## src/rtl/uart_rx_deframer.sv

```systemverilog
// UART 8N1 receiver front end: 16x oversampling, 3-sample majority vote,
// one-entry valid/ready holding register with framing-error and overrun pulses.
module uart_rx_deframer #(
   parameter int OVS_DIV   = 27,
   parameter int OVS_DIV_W = 12
) (
   input  logic       clock,
   input  logic       reset,
   input  logic       ser_in,
   output logic [7:0] rx_data,
   output logic       rx_valid,
   input  logic       rx_ready,
   output logic       frame_err,
   output logic       overrun,
   output logic       busy
);

   typedef enum logic [1:0] {IDLE, START, DATA, STOP} state_t;

   state_t                state_reg, state_next;
   logic                  sync1_reg, ser_s_reg;
   logic [OVS_DIV_W-1:0]  tick_cnt_reg;
   logic [3:0]            smp_cnt_reg;
   logic [1:0]            smp_reg;
   logic                  vote_reg;
   logic [7:0]            shreg_reg;
   logic [2:0]            bit_idx_reg;
   logic                  armed_reg;
   logic                  good_reg;
   logic                  frame_err_reg;
   logic                  overrun_reg;
   logic [7:0]            rx_data_reg;
   logic                  rx_valid_reg;

   logic tick;
   logic vote_now;
   logic start_frame;
   logic shift_bit;
   logic good_byte;
   logic bad_stop;

   assign tick     = (tick_cnt_reg == OVS_DIV_W'(OVS_DIV - 1));
   // Third sample is the live synchronized line on the smp_cnt==9 tick.
   assign vote_now = (smp_reg[0] & smp_reg[1]) | (smp_reg[0] & ser_s_reg) | (smp_reg[1] & ser_s_reg);

   always_comb begin
      state_next  = state_reg;
      start_frame = 1'b0;
      shift_bit   = 1'b0;
      good_byte   = 1'b0;
      bad_stop    = 1'b0;
      case (state_reg)
         IDLE: begin
            if (!ser_s_reg && armed_reg) begin
               state_next  = START;
               start_frame = 1'b1;
            end
         end
         START: begin
            if (tick && smp_cnt_reg == 4'd9 && vote_now)
               state_next = IDLE;
            else if (tick && smp_cnt_reg == 4'd15 && !vote_reg)
               state_next = DATA;
         end
         DATA: begin
            if (tick && smp_cnt_reg == 4'd15) begin
               shift_bit = 1'b1;
               if (bit_idx_reg == 3'd7)
                  state_next = STOP;
            end
         end
         STOP: begin
            // Decide at mid-stop so a back-to-back start edge is never missed.
            if (tick && smp_cnt_reg == 4'd9) begin
               state_next = IDLE;
               good_byte  = vote_now;
               bad_stop   = !vote_now;
            end
         end
         default: state_next = IDLE;
      endcase
   end

   always_ff @(posedge clock) begin
      if (reset) begin
         state_reg     <= IDLE;
         sync1_reg     <= 1'b1;
         ser_s_reg     <= 1'b1;
         tick_cnt_reg  <= '0;
         smp_cnt_reg   <= '0;
         smp_reg       <= '0;
         vote_reg      <= 1'b0;
         shreg_reg     <= '0;
         bit_idx_reg   <= '0;
         armed_reg     <= 1'b0;
         good_reg      <= 1'b0;
         frame_err_reg <= 1'b0;
      end else begin
         state_reg     <= state_next;
         sync1_reg     <= ser_in;
         ser_s_reg     <= sync1_reg;
         good_reg      <= good_byte;
         frame_err_reg <= bad_stop;

         if (start_frame || tick)
            tick_cnt_reg <= '0;
         else
            tick_cnt_reg <= tick_cnt_reg + OVS_DIV_W'(1);

         if (start_frame)
            smp_cnt_reg <= '0;
         else if (tick)
            smp_cnt_reg <= smp_cnt_reg + 4'd1;

         if (tick && smp_cnt_reg == 4'd7) smp_reg[0] <= ser_s_reg;
         if (tick && smp_cnt_reg == 4'd8) smp_reg[1] <= ser_s_reg;
         if (tick && smp_cnt_reg == 4'd9) vote_reg   <= vote_now;

         if (start_frame)
            bit_idx_reg <= '0;
         else if (shift_bit)
            bit_idx_reg <= bit_idx_reg + 3'd1;

         if (shift_bit)
            shreg_reg <= {vote_reg, shreg_reg[7:1]};

         // Re-arm only on a high line so a break or stuck-low line cannot retrigger.
         if (start_frame)
            armed_reg <= 1'b0;
         else if (state_reg == IDLE && ser_s_reg)
            armed_reg <= 1'b1;
      end
   end

   always_ff @(posedge clock) begin
      if (reset) begin
         rx_data_reg  <= '0;
         rx_valid_reg <= 1'b0;
         overrun_reg  <= 1'b0;
      end else begin
         overrun_reg <= 1'b0;
         if (good_reg) begin
            if (!rx_valid_reg || rx_ready) begin
               rx_data_reg  <= shreg_reg;
               rx_valid_reg <= 1'b1;
            end else begin
               overrun_reg <= 1'b1;
            end
         end else if (rx_valid_reg && rx_ready) begin
            rx_valid_reg <= 1'b0;
         end
      end
   end

   assign rx_data   = rx_data_reg;
   assign rx_valid  = rx_valid_reg;
   assign frame_err = frame_err_reg;
   assign overrun   = overrun_reg;
   assign busy      = (state_reg != IDLE);

endmodule

```

## config.mk

```make
export PLATFORM = sky130hd
export DESIGN_NAME = uart_rx_deframer
export DESIGN_NICKNAME = d
export VERILOG_FILES = /design/src/rtl/uart_rx_deframer.sv
export SDC_FILE = /design/constraint.sdc
export NUM_CORES = 1
export LEC_CHECK = 0
export CAP_MARGIN = 20
export CORE_ASPECT_RATIO = 1.4
export CORE_MARGIN = 5
export CORE_UTILIZATION = 50
export CTS_BUF_LIST = sky130_fd_sc_hd__clkbuf_4 sky130_fd_sc_hd__clkbuf_8 sky130_fd_sc_hd__clkbuf_16
export CTS_CLUSTER_DIAMETER = 200
export DETAILED_ROUTE_END_ITERATION = 7
export MAX_ROUTING_LAYER = met4
export PLACE_DENSITY = 0.75
export SYNTH_ARGS = -nofsm -noshare
export SYNTH_HDL_FRONTEND = slang
export SYNTH_SLANG_ARGS = --single-unit
```

## constraint.sdc

```tcl
create_clock -name clock -period 1.6 [get_ports clock]
set_clock_uncertainty 0.05 [all_clocks]
set_input_delay 0.32 -clock clock [delete_from_list [all_inputs] [get_ports clock]]
set_output_delay 0.32 -clock clock [all_outputs]
set_load 0.05 [all_outputs]
```

==> key figures <==
Synthesis
  • Cell variety after synth: 40
  • Syn Inst Count: 211
  • Synthesized cell area: 2030 um2
  • Mean Syn Cell Area: 9.61 um2
  • YS warnings: 0
  • Sequential area share after synthesis: 0.464
  • Ys flop type: dfxtp_1
  • Syn nets: ~220
  • Post-synth EDFFs: 0
  • Synth Register Bits: 47
  • Post-synth ARST share: 0

STA
  • Final Hold Fails: 0
  • Achievable frequency: 0.610 GHz
  • Worst relative slew slack: 0.810
  • Tcrit/Tclk final: 1.02
  • Hold slack: 360 ps
  • Final min period: between 1500 and 2000 ps
  • RSZ-0062 raised after global routing: yes
  • Finish-stage setup viols: 2
  • Worst Max-Slew Pin Slew: roughly 280 ps
  • Slack of the critical path: -39.1 ps
  • Slew Viols, Final: 0

Setup path
  • CP startpoint kind: flop
  • Required @ worst endpoint: between 1500 and 2000 ps
  • Crit-path max FO: 5
  • CP Capture Type: flop
  • WP data arrival: roughly 1800 ps
  • Setup CP Type: flop to flop
  • FF-to-FF path depth: 4

Routing
  • DRT Wirelength: roughly 4 mm
  • Vias per inst: between 5 and 6
  • Routed len/inst: about 13 um
  • DR iter-0 viols: 36
  • DR DRC count: 0
  • DR pass1 iterations: 4
  • Via count: 1577
  • Final ANT Viol Nets: 0

CTS
  • Clock-pin slew on the worst setup and hold paths: ~80 ps
  • Htree depth: 2
  • Clock sinks: 47
  • Clock Latency Late Sink: 290 ps
  • Clk buf depth: 2
  • TritonCTS clock tree: built
  • Clock buffer count from CTS: 5
  • CTS root buffer: clkbuf_8

Place
  • DP HPWL: between 2 and 3 mm
  • GPL Wtd Cong: just over 0.8
  • Placed Cells: between 200 and 300
  • Pre-CTS worst setup slack: -105 ps
  • PortBufs: 15

Layout
  • ANT cells: 0
  • Nets: between 200 and 300
  • Core Util, Final: 0.702
  • Area grow syn2layout: 35.7%
  • Share of layout cells above drive strength 1: 0.299
  • Commonest non-fill, non-tap cells in the layout: dfxtp_1 (43), buf_4 (35), nor2_1 (30), mux2i_1 (21), nand2_1 (14)
  • Final non-filler cell total: 307
  • Commonest non-fill, non-tap cell in the layout: dfxtp_1
  • Max reg flops: 12

Power
  • Combinational Power Share: 0.063
  • Part of the power in registers: 0.575
  • Power per cell area: about 750 nW/um2
  • Peak supply drop: approximately 650 uV
  • P_leak: roughly 1.3 nW
  • P_sw: approximately 450 uW
  • Switching share of power: 0.215
  • Int Pwr: 1.62 mW
  • Clock Power Share: 0.363

Floorplanning
  • Top Ports: 16
  • Initial Util: 0.517
  • Die Area: around 5400 um2
  • Die height: around 85 um
  • # rows: 27
  • Area of the core: just under 4000 um2
  • Die width: 63.8 um

Global routing
  • First-pass GRT wire length: between 6 and 7 mm
  • Vias in the first global route: ~1600
  • Initial antenna violation count: 0
  • Largest net degree at the start of global routing: 18
  • Grt ovf: 0
  • Total track usage: 0.157

Flow run
  • Max Cap Viol: 0

Status
  • Outcome: finished, violations left
  • Failing checks: negative setup slack

Hold path
  • Worst hold-check path type: flop to flop
  • Worst Hold Depth: 1
==> synthesized netlist by cell type (2+ instances only) <==
cell type	n	area, um2
nand2_1	15	56.3
xnor2_1	9	78.8
nand4_1	6	37.5
inv_1	7	26.3
ha_1	7	87.6
dfxtp_1	47	941
clkbuf_1	3	11.3
buf_2	2	10.0
nand3_1	8	40.0
xor2_1	3	26.3
a21oi_1	5	25.0
inv_2	2	7.51
nand2b_1	9	56.3
or2_1	2	12.5
mux2i_1	21	210
and3b_1	3	26.3
nor4b_1	2	17.5
nor2_1	33	124
and3_1	3	18.8
nor3_1	4	20.0
==> power by group through the flow <==
stage / combinational (mW) / sequential, mW / clock, mW
finish: 0.129 / 1.19 / 0.751
global route: 0.141 / 1.19 / 0.830
CTS: 0.118 / 1.19 / 0.775
detailed placement: 0.114 / 1.21 / 0
global placement: 0.113 / 1.21 / 0
floorplan: 0.0519 / 1.22 / 0
==> layer usage <==
metal	wire length, um	GRT usage
met1	1620	0.161
met2	2110	0.274
met3	112	0.0384
met4	97	0.0718
met5	0	-
==> repair_timing <==
action | 4_1_cts | 5_1_grt
gates cloned | 0 | 1
setup endpoints to repair | 14 | 28
pin swaps | 1 | 7
hold buffers | 0 | 0
buffers inserted | 4 | 1
resized for setup | 3 | 15
==> cell type report <==
class,count,area [um2]
clock inverters,1,8.76
clock buffers,7,90.1
repair buffers,52,552
inverters,9,33.8
multi-input cells,148,1070
flip-flops and latches,47,946
well taps,43,53.8
fillers,292,1170
==> final timing paths <==
| check | from | endpoint | slack (ps) |
|---|---|---|---|
| min | sync1_reg$_SDFF_PP1_ | ser_s_reg$_SDFF_PP1_ | 360 |
| max reg2reg | tick_cnt_reg[11]$_SDFF_PP0_ | good_reg$_SDFF_PP0_ | -40 |
| min reg2reg | sync1_reg$_SDFF_PP1_ | ser_s_reg$_SDFF_PP1_ | 360 |
| max | tick_cnt_reg[11]$_SDFF_PP0_ | good_reg$_SDFF_PP0_ | -40 |
==> worst max-delay path: stages, from the launching register on <==
cell and delay (ps):
dfxtp_2 350, nor4_4 340, nand3_2 190, or4b_4 550
nor2_2 110
==> cells by family (layout without fill, tap and decap cells) <==
kind of cell / count (synthesis) / count (layout) / share of synthesized area
buffers and inverters: 16 / 69 / 0.0364
AO/OA/AOI/OAI: 10 / 10 / 0.0296
AND/OR/NAND/NOR: 97 / 97 / 0.266
adder cells (fa/ha/maj): 8 / 8 / 0.0481
XOR/XNOR: 12 / 12 / 0.0519
flip-flops: 47 / 47 / 0.464
multiplexers: 21 / 21 / 0.104
==> metrics by stage <==
| stage | TNS (ps) | area [um2] | power (mW) |
|---|---|---|---|
| final | -58.6 | 2750 | 2.07 |
| after CTS | -190 | 2670 | 2.08 |
| after global placement | -156 | 2530 | 1.33 |
| after floorplan | -105 | 2040 | 1.27 |
| after global routing | -827 | 2750 | 2.16 |
| after detailed placement | -256 | 2530 | 1.33 |
Power figures use the tool's default switching activity.
